==> config.mk <==
export PLATFORM = sky130hd
export DESIGN_NAME = bin2bcd_seq_flat
export DESIGN_NICKNAME = d
export VERILOG_FILES = /design/src/rtl/bin2bcd_seq_if.sv /design/src/rtl/bin2bcd_seq.sv /design/src/flat_wrapper.sv
export SDC_FILE = /design/constraint.sdc
export NUM_CORES = 1
export LEC_CHECK = 0
export ABC_AREA = 0
export CORE_MARGIN = 8
export CORE_UTILIZATION = 40
export CTS_CLUSTER_DIAMETER = 60
export DETAILED_ROUTE_END_ITERATION = 6
export GPL_TIMING_DRIVEN = 0
export MAX_ROUTING_LAYER = met4
export SLEW_MARGIN = 20
export SYNTH_ARGS = -nofsm -noshare
export SYNTH_HDL_FRONTEND = slang
export SYNTH_SLANG_ARGS = --single-unit
==> constraint.sdc <==
create_clock -name clk -period 3.42 [get_ports clk]
set_input_delay 0.684 -clock clk [delete_from_list [all_inputs] [get_ports clk]]
set_output_delay 0.684 -clock clk [all_outputs]
set_load 0.03 [all_outputs]
==> src/rtl/bin2bcd_seq_if.sv <==
// Handshake and data bundle for the sequential binary-to-BCD converter.
// The master side drives start/bin; the converter (slave) returns ready, done_tick and bcd.
interface bin2bcd_seq_if #(
    parameter int BIN_WIDTH  = 8,
    parameter int BCD_DIGITS = 3
);
  logic                    start;
  logic [BIN_WIDTH-1:0]    bin;
  logic                    ready;
  logic                    done_tick;
  logic [4*BCD_DIGITS-1:0] bcd;

  modport master (output start, bin, input ready, done_tick, bcd);
  modport slave  (input start, bin, output ready, done_tick, bcd);
endinterface

==> src/rtl/bin2bcd_seq.sv <==
// Double-dabble binary-to-BCD converter, one input bit per clock, result held until the next conversion.
// Optional macro BIN2BCD_AUTO_START_EN: also convert automatically whenever bin differs from the last accepted value.
module bin2bcd_seq #(
    parameter int BIN_WIDTH  = 8,
    parameter int BCD_DIGITS = 3
) (
  input  logic         clk,
  input  logic         reset,
  bin2bcd_seq_if.slave bus
);

  localparam int DW = 4 * BCD_DIGITS;
  localparam int CW = (BIN_WIDTH > 1) ? $clog2(BIN_WIDTH) : 1;

  localparam logic [1:0] IDLE = 2'd0;
  localparam logic [1:0] OP   = 2'd1;
  localparam logic [1:0] DONE = 2'd2;

  // True when BCD_DIGITS decimal digits can hold the largest BIN_WIDTH-bit value.
  function automatic bit digits_fit();
    longint max_val;
    longint pow10;
    max_val = (longint'(1) << BIN_WIDTH) - 1;
    pow10   = 1;
    for (int i = 0; i < BCD_DIGITS; i++) begin
      if (pow10 <= max_val) pow10 = pow10 * 10;
    end
    return pow10 > max_val;
  endfunction

  localparam bit DIGITS_OK = digits_fit();

  generate
    if (BIN_WIDTH < 1) begin : g_bad_width
      $error("bin2bcd_seq: BIN_WIDTH must be at least 1");
    end
    if (!DIGITS_OK) begin : g_bad_digits
      $error("bin2bcd_seq: BCD_DIGITS too small for BIN_WIDTH");
    end
  endgenerate

  logic [1:0]           state_reg;
  logic [BIN_WIDTH-1:0] bin_shift_reg;
  logic [DW-1:0]        digits_reg;
  logic [CW-1:0]        count_reg;
  logic [DW-1:0]        bcd_reg;
  logic [DW-1:0]        digits_adj;
  logic [DW+BIN_WIDTH-1:0] chain_next;
  logic                 start_int;

  genvar gi;
  generate
    for (gi = 0; gi < BCD_DIGITS; gi++) begin : g_add3
      assign digits_adj[4*gi +: 4] = (digits_reg[4*gi +: 4] >= 4'd5) ?
                                     digits_reg[4*gi +: 4] + 4'd3 :
                                     digits_reg[4*gi +: 4];
    end
  endgenerate

  // Add-3 correction feeds the shift in the same cycle.
  assign chain_next = {digits_adj, bin_shift_reg} << 1;

`ifdef BIN2BCD_AUTO_START_EN
  logic [BIN_WIDTH-1:0] last_bin_reg;

  assign start_int = bus.start | (bus.bin != last_bin_reg);

  always_ff @(posedge clk or negedge reset) begin
    if (!reset) begin
      last_bin_reg <= '0;
    end else if (state_reg == IDLE && start_int) begin
      last_bin_reg <= bus.bin;
    end
  end
`else
  assign start_int = bus.start;
`endif

  always_ff @(posedge clk or negedge reset) begin
    if (!reset) begin
      state_reg     <= IDLE;
      bin_shift_reg <= '0;
      digits_reg    <= '0;
      count_reg     <= '0;
      bcd_reg       <= '0;
    end else begin
      case (state_reg)
        IDLE: begin
          if (start_int) begin
            bin_shift_reg <= bus.bin;
            digits_reg    <= '0;
            count_reg     <= CW'(BIN_WIDTH - 1);
            state_reg     <= OP;
          end
        end
        OP: begin
          digits_reg    <= chain_next[DW+BIN_WIDTH-1:BIN_WIDTH];
          bin_shift_reg <= chain_next[BIN_WIDTH-1:0];
          if (count_reg == '0) begin
            bcd_reg   <= chain_next[DW+BIN_WIDTH-1:BIN_WIDTH];
            state_reg <= DONE;
          end else begin
            count_reg <= count_reg - CW'(1);
          end
        end
        DONE:    state_reg <= IDLE;
        default: state_reg <= IDLE;
      endcase
    end
  end

  assign bus.ready     = (state_reg == IDLE);
  assign bus.done_tick = (state_reg == DONE);
  assign bus.bcd       = bcd_reg;

endmodule

==> src/flat_wrapper.sv <==
// flat-port wrapper written by rule: the top's interface ports become plain ports
module bin2bcd_seq_flat 
#(
    parameter int BIN_WIDTH  = 8,
    parameter int BCD_DIGITS = 3
)
  (clk, reset, bus_start, bus_bin, bus_ready, bus_done_tick, bus_bcd);
  bin2bcd_seq_if #(.BIN_WIDTH(BIN_WIDTH), .BCD_DIGITS(BCD_DIGITS)) bus_i ();
  input  logic clk;
  input  logic reset;
  input wire logic [$bits(bus_i.start)-1:0] bus_start;
  input wire logic [$bits(bus_i.bin)-1:0] bus_bin;
  output wire logic [$bits(bus_i.ready)-1:0] bus_ready;
  output wire logic [$bits(bus_i.done_tick)-1:0] bus_done_tick;
  output wire logic [$bits(bus_i.bcd)-1:0] bus_bcd;
  assign bus_i.start = bus_start;
  assign bus_i.bin = bus_bin;
  assign bus_ready = bus_i.ready;
  assign bus_done_tick = bus_i.done_tick;
  assign bus_bcd = bus_i.bcd;
  bin2bcd_seq #(.BIN_WIDTH(BIN_WIDTH), .BCD_DIGITS(BCD_DIGITS)) u_core (.clk(clk), .reset(reset), .bus(bus_i));
endmodule
==> results of run 1 <==
final cells by class:
class                   count  share of cell area [%]
clock buffers               7                    3.87
repair buffers             25                    11.4
inverters                   9                    1.51
flip-flops and latches     37                    41.5
well taps                  52                    2.91
plain buffers               8                    2.18
multi-input cells         135                    36.6
report_power, final:
part | leakage [nW] | internal [mW] | switching (mW)
logic | 0.467 | 0.436 | 0.584
clock network | 0.0443 | 0.160 | 0.148
registers | 0.472 | 0.625 | 0.151
layout by cell type, fill, tap and decap left out:
cell type	Yosys	routed
dfrtp_1	37	37
o21ai_0	33	33
nand2_1	23	23
clkdlybuf4s50_1	0	23
a21oi_1	16	16
nor2b_1	10	10
inv_1	9	9
ha_1	8	8
a22oi_1	7	7
nor2_1	6	6
clkbuf_8	0	6
nor3b_1	5	5
nand2b_1	5	5
buf_2	3	4
mux2_2	4	4
clkbuf_1	2	3
nor3_1	3	3
nand3_1	3	3
a21oi_2	3	3
xnor2_1	3	3
buf_4	2	2
nor2b_4	1	1
and2b_1	1	1
nand2_2	1	1
buf_6	1	1
a32oi_1	1	1
o21bai_1	1	1
a22o_1	1	1
buf_12	0	1
worst min-delay path by stage:
| stage | endpoint | slack (ns) |
|---|---|---|
| 6_report | u_core.bus.bcd[3]$_DFFE_PN0P_ | 0.29 |
| 5_1_grt | u_core.bus.bcd[3]$_DFFE_PN0P_ | 0.31 |
| 4_1_cts | u_core.bus.bcd[3]$_DFFE_PN0P_ | 0.29 |
| 3_5_place_dp | u_core.bus.bcd[3]$_DFFE_PN0P_ | 0.47 |
| 3_3_place_gp | u_core.count_reg[0]$_DFFE_PN0P_ | 0.45 |
| 2_1_floorplan | u_core.bin_shift_reg[0]$_DFFE_PN0P_ | 0.39 |
per-layer routing:
layer,share of wire (%),up-vias
met2,50,38
li1,-,711
met3,4.6,7
met5,0,-
met4,1.7,0
met1,44,697
cells by family (layout without fill, tap and decap cells):
group | after synthesis | after routing | share of synthesized area, %
compound gates | 62 | 62 | 19.1
mux | 4 | 4 | 2.47
xor+xnor | 3 | 3 | 1.44
flops | 37 | 37 | 50.7
buf+inv | 17 | 49 | 4.52
simple gates | 58 | 58 | 16.3
fa+ha+maj | 8 | 8 | 5.48
worst reg2reg max path, stage by stage (launching register included):
cell and delay [ns]:
dfrtp_1 0.42, inv_1 0.10, ha_1 0.25, nand2b_1 0.12, a21oi_2 0.20, mux2_2 0.36
o21ai_0 0.18
==> results.txt, run 1 <==
----------------------------------------------------
[Status]
  Run status ... complete, no violations

[Global routing]
  Met1 capacity usage during global routing ... between 10% and 20%
  Wire length of the first global-routing pass ... around 7100 um
  Grt met3 use ... 3.42%
  Grt total ovfl ... 0
  All-Layer GR Usage ... between 10% and 20%
  Most congested layer reported by global routing ... met2
  Number of antenna violations at the first check in global routing ... 0
  Number of global-route vias before repair ... about 1,600
  Met2 layer usage reported by global route ... 21.0%
  Pin count of the biggest net entering global routing ... 25

[Placed design]
  GPL Wtd Cong ... 0.766
  Worst slack, placed ... 1.07 ns
  Buffers on Ports ... 24
  Detailed-placement wirelength estimate ... 2990 um
  Total placed instance area ... 2150 um^2
  Inst Count DP ... around 270

[Timing]
  Min Clock Period, post-route ... about 2.7 ns
  Actual transition at the worst max-transition pin ... ~0.41 ns
  Worst hold-check slack ... between 0.2 and 0.3 ns
  Number of max-slew violations in the final report ... 0
  Final clock skew ... about 0.0069 ns
  Accumulated negative setup slack ... 0 ns
  Worst relative slew slack ... about 73%
  Period utilisation layout ... 78.5%
  Final Worst Setup Slack ... approximately 0.74 ns
  Final hold violation count ... 0
  Unrepaired setup endpoints after global routing ... false
  Number of failing setup endpoints in the final timing report ... 0
  Highest achievable clock rate ... ~370 MHz

[Critical path]
  Worst reg2reg startpoint ... u_core.digits_reg[4]$_DFFE_PN0P_
  Worst setup slack for register-to-register paths ... ~1.7 ns
  Critical path's largest stage delay ... about 0.69 ns
  Worst setup path category ... reg -> out
  Slowest cell on the critical path ... clkdlybuf4s50_1
  Kind of launch point of the worst setup path ... flop
  Critical path buffers and inverters ... 2
  Category of the worst setup path capture point ... output port
  Critical path, cell by cell ... clkbuf_1 -> nor2b_1 -> clkdlybuf4s50_1
  Worst r2r dst ... u_core.digits_reg[6]$_DFFE_PN0P_
  Worst EP required ... ~2.7 ns
  Path depth of the worst reg2reg path ... 6
  Critical Path Fanout Max ... 10
  Instance count on the critical path ... 3
  Worst setup path endpoint ... bus_done_tick
  Kind of cell adding the most delay to the critical path ... buffers and inverters
  Worst Setup SP ... u_core.state_reg[1]$_DFFE_PN0P_
  Worst path arrival time ... approximately 2.0 ns

[Power]
  Overall power consumption ... between 2 and 2.5 mW
  Worst vdd rail ir drop ... about 360 uV
  Static Leak ... 0.984 nW
  PD cells ... roughly 940 nW/um^2

[Logic synthesis]
  Post-Syn Nets ... between 200 and 250
  Ranking of synthesized cells by area ... dfrtp_1, o21ai_0, ha_1
  Most area-hungry cell type in the Yosys netlist ... dfrtp_1
  Share of synthesized flip-flops with an asynchronous set or reset ... 100%
  Gate count of the mapped netlist ... roughly 190
  Sequential fraction of the synthesis area ... about half
  Most used standard cell by instance count after synthesis ... dfrtp_1
  Avg Inst Size Synth ... around 9.7 um^2
  Mapped cell area ... between 1500 and 2000 um^2
  Number of enable-type register cells in the synthesized netlist ... 0
  Total of warnings raised by yosys ... 0
  Fraction of synthesized cell area taken by the top area cell type ... 50.7%
  Main synth FF type ... dfrtp_1
  Number of distinct library cells after synthesis ... 26
  Cell types with the highest counts after synthesis ... dfrtp_1, o21ai_0, nand2_1, a21oi_1, nor2b_1
  Flop and latch count out of synthesis ... 37

[Drt]
  Overall via count from detail_route ... approximately 1,500
  Routed wire length ... slightly above 4000 um
  Iteration-0 DRC count of the detailed router ... 104
  Count of nets left with antenna violations after detail routing ... 0
  DRC Markers ... 0
  Length of the first detailed-routing pass in iterations ... 4
  Vias per Instance ... 5.32
  Wire length per cell after detailed routing ... approximately 15 um

[Die]
  Core Area ... 4380 um^2
  Die Area ... between 6000 and 7000 um^2
  Starting density of the core ... between 40% and 50%
  Count of boundary I/O pins ... 25
  Height of the die ... between 80 and 90 um
  Die Span X ... 83.6 um
  Num rows ... 24

[Min path]
  Path class of the lowest-slack min-delay path ... in -> async

[Clock network]
  CTS HTree Levels ... 2
  Worst-Skew Late Latency ... around 0.29 ns
  Clock transition at the register clock pins on the worst setup and hold paths after CTS ... 0.07 ns
  Number of buffers added for setup after CTS ... 0
  Buffer levels on the longest clock path ... 2
  Clock root cell ... clkbuf_8
  Hold-fix buffers at CTS ... 0
  Clock tree from TritonCTS ... built
  Number of buffers inserted during clock tree synthesis ... 5
  Number of sinks handled by clock tree synthesis ... 37
  Post-cts sizing count ... 0

[Cells and area]
  Antenna diode count ... 0
  Post-route standard cell area excluding fillers ... 2230 um^2
  Post-Layout Cell Count ... 273
  Area occupied by registers ... just over 900 um^2
  Net count reported at finish ... 240
  Fraction of final layout cells sized beyond drive strength 1 ... between 10% and 20%
  Area delta synth->final ... 22.3%
  Final-layout fill cell count ... a little over 400
  Multi-input combinational cell area ... around 820 um^2
  Share of the core filled with cells ... approximately half

[Job]
  Max-cap viol count ... 0

----------------------------------------------------
(Power assumes the default switching activity.)
==> run 2: changes to the inputs <==
- clock period: 3.42 -> 2.5 ns (I/O delays scaled with it)
==> run 2 against run 1 <==
Effect of this change: register-to-register slack lost 0.92 ns; total power rose by 37%; clock skew about the same; critical path depth is 1 lower.
==> results.txt, run 2 (synthesized netlist as in run 1, its figures left out) <==
----------------------------------------------------
[Critical path]
  Critical Path Fanout Max ... 15 (was 10)
  Worst r2r dst ... u_core.digits_reg[6]$_DFFE_PN0P_ (unchanged)
  Worst EP required ... 2.00 ns (was 2.74 ns)
  Worst path arrival time ... 1.84 ns (was 2.00 ns)
  Worst setup slack for register-to-register paths ... 0.78 ns (was 1.70 ns)
  Kind of launch point of the worst setup path ... flop (unchanged)
  Worst reg2reg startpoint ... u_core.digits_reg[4]$_DFFE_PN0P_ (unchanged)
  Path depth of the worst reg2reg path ... 6 (unchanged)
  Worst Setup SP ... u_core.state_reg[1]$_DFFE_PN0P_ (unchanged)
  Worst setup path category ... reg -> out (unchanged)
  Worst setup path endpoint ... bus_done_tick (unchanged)
  Category of the worst setup path capture point ... output port (unchanged)

[Cells and area]
  Antenna diode count ... 0 (unchanged)
  Net count reported at finish ... 239 (was 240)
  Area delta synth->final ... 22.1% (was 22.3%)
  Commonest cells after routing, fill and taps aside ... dfrtp_1, o21ai_0, nand2_1, clkdlybuf4s50_1, a21oi_1 (unchanged)
  Post-Layout Cell Count ... 272 (was 273)
  Final-layout fill cell count ... 411 (was 412)
  Commonest non-fill, non-tap cell in the layout ... dfrtp_1 (unchanged)
  Fraction of final layout cells sized beyond drive strength 1 ... 10.5% (was 10.4%)

[Drt]
  Routed wire length ... 4110 um (was 4080 um)
  Iteration-0 DRC count of the detailed router ... 92 (was 104)
  Length of the first detailed-routing pass in iterations ... 4 (unchanged)
  DRC Markers ... 0 (unchanged)
  Vias per Instance ... 5.33 (was 5.32)
  Overall via count from detail_route ... 1,449 (was 1,453)
  Count of nets left with antenna violations after detail routing ... 0 (unchanged)
  Wire length per cell after detailed routing ... 15.1 um (was 15.0 um)

[Clock network]
  Clock transition at the register clock pins on the worst setup and hold paths after CTS ... 0.07 ns (about the same)
  Clock tree from TritonCTS ... built (unchanged)
  CTS HTree Levels ... 2 (unchanged)
  Number of sinks handled by clock tree synthesis ... 37 (unchanged)
  Buffer levels on the longest clock path ... 2 (unchanged)
  Number of buffers inserted during clock tree synthesis ... 5 (unchanged)
  Worst-Skew Late Latency ... 0.29 ns (about the same)
  Number of buffers added for setup after CTS ... 0 (unchanged)
  Hold-fix buffers at CTS ... 0 (unchanged)
  Clock root cell ... clkbuf_8 (unchanged)

[Placed design]
  GPL Wtd Cong ... 0.766 (unchanged)
  Buffers on Ports ... 24 (unchanged)
  Detailed-placement wirelength estimate ... 2990 um (unchanged)
  Inst Count DP ... 266 (unchanged)

[Timing]
  Number of max-slew violations in the final report ... 0 (unchanged)
  Worst hold-check slack ... 0.102 ns (was 0.285 ns)
  Accumulated negative setup slack ... 0 ns (unchanged)
  Final clock skew ... 0.00684 ns (was 0.00694 ns)
  Actual transition at the worst max-transition pin ... 0.481 ns (was 0.407 ns)
  Worst relative slew slack ... 67.9% (was 72.9%)
  Number of failing setup endpoints in the final timing report ... 0 (unchanged)
  Highest achievable clock rate ... roughly 430 MHz
  Unrepaired setup endpoints after global routing ... false (unchanged)
  Period utilisation layout ... between 90% and 100%
  Min Clock Period, post-route ... roughly 2.3 ns
  Final hold violation count ... 0 (unchanged)

[Die]
  Starting density of the core ... 41.7% (unchanged)
  Die Area ... 6990 um^2 (unchanged)
  Num rows ... 24 (unchanged)
  Core Area ... 4380 um^2 (unchanged)
  Die Span X ... 83.6 um (unchanged)
  Height of the die ... 83.6 um (unchanged)
  Count of boundary I/O pins ... 25 (unchanged)

[Global routing]
  Met1 capacity usage during global routing ... 13.5% (was 13.6%)
  Grt total ovfl ... 0 (unchanged)
  Wire length of the first global-routing pass ... 7090 um (was 7110 um)
  Grt met3 use ... 3.42% (unchanged)
  Met2 layer usage reported by global route ... 21.0% (unchanged)
  Pin count of the biggest net entering global routing ... 25 (unchanged)
  All-Layer GR Usage ... 12.5% (about the same)
  Number of global-route vias before repair ... 1,553 (was 1,558)
  Most congested layer reported by global routing ... met2 (unchanged)
  Number of antenna violations at the first check in global routing ... 0 (unchanged)

[Job]
  Max-cap viol count ... 0 (unchanged)

[Power]
  Worst vdd rail ir drop ... 487 uV (was 357 uV)
  Static Leak ... 0.983 nW (was 0.984 nW)
  PD cells ... 1290 nW/um^2 (was 942 nW/um^2)

[Status]
  Run status ... complete, no violations (unchanged)

[Min path]
  Path class of the lowest-slack min-delay path ... in -> async (unchanged)

----------------------------------------------------
[run 2: cell count changes in the layout (fill, tap and decap cells not counted)]
| cell | previous run | this run |
|---|---|---|
| clkbuf_1 | 3 | 2 |
[run 2: how the worst min path moves through the flow]
stage / from / end / slack, ns
3_5_place_dp: reset / u_core.bus.bcd[3]$_DFFE_PN0P_ / 0.43
3_3_place_gp: u_core.count_reg[0]$_DFFE_PN0P_ / u_core.count_reg[0]$_DFFE_PN0P_ / 0.45
2_1_floorplan: reset / u_core.bin_shift_reg[0]$_DFFE_PN0P_ / 0.20
4_1_cts: reset / u_core.bus.bcd[3]$_DFFE_PN0P_ / 0.11
5_1_grt: reset / u_core.bus.bcd[3]$_DFFE_PN0P_ / 0.12
6_report: reset / u_core.bus.bcd[3]$_DFFE_PN0P_ / 0.10
[run 2: critical path: stages (launching register included)]
cell and delay, ns:
dfrtp_1 0.64, nor2b_1 0.22, clkdlybuf4s50_1 0.69
[run 2: final cells by class]
type	count	area (um^2)	area share (%)
Inverter	9	33.8	1.52
Buffer	7	45.0	2.02
Timing Repair Buffer	25	255	11.4
Multi-Input combinational cell	135	818	36.7
Clock buffer	7	86.3	3.87
Sequential cell	37	926	41.5
Tap cell	52	65.1	2.92
[run 2: through the flow]
stage | utilization, % | power (mW) | cell area, um^2 | worst slack (ns)
after global routing | 50.9 | 3.12 | 2230 | 0.0620
after CTS | 50.9 | 2.91 | 2230 | 0.156
after detailed placement | 49.0 | 2.48 | 2150 | 0.334
after global placement | 48.6 | 2.40 | 2130 | 0.0553
final | 50.9 | 2.88 | 2230 | 0.157
after floorplan | - | 2.00 | 1830 | 0.806
[run 2: layer usage]
metal | part of all wire [%] | up-vias
li1 | - | 710
met1 | 44 | 688
met2 | 50 | 44
met3 | 4.5 | 7
met4 | 1.7 | 0
met5 | 0 | -
[run 2: power breakdown]
part,switching [mW],internal (mW)
clock network,0.203,0.219
logic,0.788,0.595
registers,0.218,0.855
total,1.21,1.67
[run 2: repair_timing]
action | in CTS | in global routing
hold endpoints to repair | 0 | 0
gates resized for setup | 0 | 0
endpoints found under the setup margin | 1 | 0
==> run 3: changes to the inputs <==
- SLEW_MARGIN: 20 -> default
==> run 3 against run 2 <==
Effect of this change: total power down 0.68%; sequential share of layout area up 0.38 points; sequential power about the same; register-to-register slack better by 0.03 ns; clock power about the same; die area unchanged; cell count down 0.37%; non-clock buffer count down 1; final area down 0.90%; fmax down 1.4%; wire length down 4.5%; critical path type unchanged; critical endpoint unchanged.
==> results.txt, run 3 (synthesized netlist as in run 1, its figures left out) <==
----------------------------------------------------
[Critical path]
  Critical path, cell by cell ... nor2b_1 -> clkdlybuf4s50_1 (unchanged)
  Slowest cell on the critical path ... clkdlybuf4s50_1 (unchanged)
  Critical Path Fanout Max ... 15 (unchanged)
  Kind of launch point of the worst setup path ... flop (unchanged)
  Worst setup path category ... reg -> out (unchanged)
  Worst reg2reg startpoint ... u_core.digits_reg[4]$_DFFE_PN0P_ (unchanged)
  Worst setup slack for register-to-register paths ... 0.81 ns (was 0.78 ns)
  Worst Setup SP ... u_core.state_reg[1]$_DFFE_PN0P_ (unchanged)
  Worst EP required ... 2.00 ns (about the same)
  Worst setup path endpoint ... bus_done_tick (unchanged)
  Path depth of the worst reg2reg path ... 6 (unchanged)
  Worst r2r dst ... u_core.bus.bcd[6]$_DFFE_PN0P_ (was u_core.digits_reg[6]$_DFFE_PN0P_)
  Critical path's largest stage delay ... 0.69 ns (about the same)
  Worst path arrival time ... 1.88 ns (was 1.84 ns)
  Category of the worst setup path capture point ... output port (unchanged)

[Cells and area]
  Share of the core filled with cells ... 50.4% (was 50.9%)
  Post-Layout Cell Count ... 271 (was 272)
  Commonest cells after routing, fill and taps aside ... dfrtp_1, o21ai_0, nand2_1, clkdlybuf4s50_1, a21oi_1 (unchanged)
  Area delta synth->final ... 21.0% (was 22.1%)
  Post-route standard cell area excluding fillers ... 2210 um^2 (was 2230 um^2)
  Commonest non-fill, non-tap cell in the layout ... dfrtp_1 (unchanged)
  Net count reported at finish ... 238 (was 239)
  Antenna diode count ... 0 (unchanged)
  Fraction of final layout cells sized beyond drive strength 1 ... 10.0% (was 10.5%)

[Timing]
  Final hold violation count ... 0 (unchanged)
  Worst relative slew slack ... 45.4% (was 67.9%)
  Actual transition at the worst max-transition pin ... 0.819 ns (was 0.481 ns)
  Highest achievable clock rate ... 421 MHz (was 427 MHz)
  Worst hold-check slack ... 0.302 ns (was 0.102 ns)
  Accumulated negative setup slack ... 0 ns (unchanged)
  Unrepaired setup endpoints after global routing ... false (unchanged)
  Number of failing setup endpoints in the final timing report ... 0 (unchanged)
  Final Worst Setup Slack ... 0.124 ns (was 0.157 ns)
  Min Clock Period, post-route ... 2.38 ns (was 2.34 ns)
  Number of max-slew violations in the final report ... 0 (unchanged)
  Period utilisation layout ... 95.1% (was 93.7%)
  Final clock skew ... 0.00617 ns (was 0.00684 ns)

[Die]
  Core Area ... 4380 um^2 (unchanged)
  Die Area ... 6990 um^2 (unchanged)
  Height of the die ... 83.6 um (unchanged)
  Count of boundary I/O pins ... 25 (unchanged)
  Die Span X ... 83.6 um (unchanged)
  Starting density of the core ... 41.7% (unchanged)
  Num rows ... 24 (unchanged)

[Global routing]
  Pin count of the biggest net entering global routing ... 38 (was 25)
  Wire length of the first global-routing pass ... 6770 um (was 7090 um)
  Number of antenna violations at the first check in global routing ... 0 (unchanged)
  Grt total ovfl ... 0 (unchanged)
  Number of global-route vias before repair ... 1,503 (was 1,553)
  All-Layer GR Usage ... 12.0% (was 12.5%)

[Power]
  Static Leak ... 0.973 nW (was 0.983 nW)
  Worst vdd rail ir drop ... 533 uV (was 487 uV)
  Overall power consumption ... 2.86 mW (was 2.88 mW)
  PD cells ... 1290 nW/um^2 (about the same)

[Clock network]
  CTS HTree Levels ... 2 (unchanged)
  Clock tree from TritonCTS ... built (unchanged)
  Clock root cell ... clkbuf_8 (unchanged)
  Number of sinks handled by clock tree synthesis ... 37 (unchanged)
  Clock transition at the register clock pins on the worst setup and hold paths after CTS ... 0.07 ns (about the same)
  Hold-fix buffers at CTS ... 0 (unchanged)
  Post-cts sizing count ... 0 (unchanged)
  Worst-Skew Late Latency ... 0.29 ns (about the same)
  Number of buffers added for setup after CTS ... 0 (unchanged)
  Buffer levels on the longest clock path ... 2 (unchanged)
  Number of buffers inserted during clock tree synthesis ... 5 (unchanged)

[Placed design]
  GPL Wtd Cong ... 0.766 (unchanged)
  Detailed-placement wirelength estimate ... 2820 um (was 2990 um)
  Total placed instance area ... 2130 um^2 (was 2150 um^2)
  Inst Count DP ... 265 (was 266)
  Buffers on Ports ... 24 (unchanged)
  Worst slack, placed ... 0.293 ns (was 0.334 ns)

[Job]
  Max-cap viol count ... 0 (unchanged)

[Min path]
  Path class of the lowest-slack min-delay path ... in -> async (unchanged)

[Drt]
  Iteration-0 DRC count of the detailed router ... 111 (was 92)
  Routed wire length ... 3930 um (was 4110 um)
  Vias per Instance ... 5.29 (was 5.33)
  Overall via count from detail_route ... 1,433 (was 1,449)
  Wire length per cell after detailed routing ... 14.5 um (was 15.1 um)
  DRC Markers ... 0 (unchanged)
  Length of the first detailed-routing pass in iterations ... 4 (unchanged)
  Count of nets left with antenna violations after detail routing ... 0 (unchanged)

[Status]
  Run status ... complete, no violations (unchanged)

----------------------------------------------------
## run 3: changes by cell type in the layout (fill, tap and decap cells not counted)
cell    previous run  this run
buf_12             1         0
## run 3: how the worst min path moves through the flow
stage / to / depth (start not counted)
after floorplan: u_core.bin_shift_reg[0]$_DFFE_PN0P_ / 0
after global placement: u_core.count_reg[0]$_DFFE_PN0P_ / 1
after detailed placement: u_core.bus.bcd[5]$_DFFE_PN0P_ / 2
after CTS: u_core.bus.bcd[9]$_DFFE_PN0P_ / 1
after global routing: u_core.bus.bcd[4]$_DFFE_PN0P_ / 1
final: u_core.digits_reg[9]$_DFFE_PN0P_ / 1
## run 3: area by class of cell
cell class	instances	area [um^2]
Buffer	7	45.0
Clock buffer	7	86.3
Fill cell	401	2170
Inverter	9	33.8
Multi-Input combinational cell	135	818
Sequential cell	37	926
Tap cell	52	65.1
Timing Repair Buffer	24	235
## run 3: worst max-delay path: cells and delay by family, from the launching register on
family / cells / cell delay, ns
buffers and inverters: 1 / 0.69
AND/OR/NAND/NOR: 1 / 0.23
flip-flops: 1 / 0.66
## run 3: report_power, final
part           total, mW  internal [mW]  switching (mW)  leakage, nW
sequential          1.07          0.855           0.214        0.472
combinational       1.37          0.592           0.777        0.456
clock              0.420          0.219           0.201       0.0443
## run 3: metal layers
metal / share of wire (%) / global-route usage [%] / up-vias
li1: - / - / 707
met1: 44 / 13.1 / 668
met2: 48 / 19.5 / 51
met3: 5.8 / 3.52 / 7
met4: 1.9 / 5.65 / 0
met5: 0 / - / -
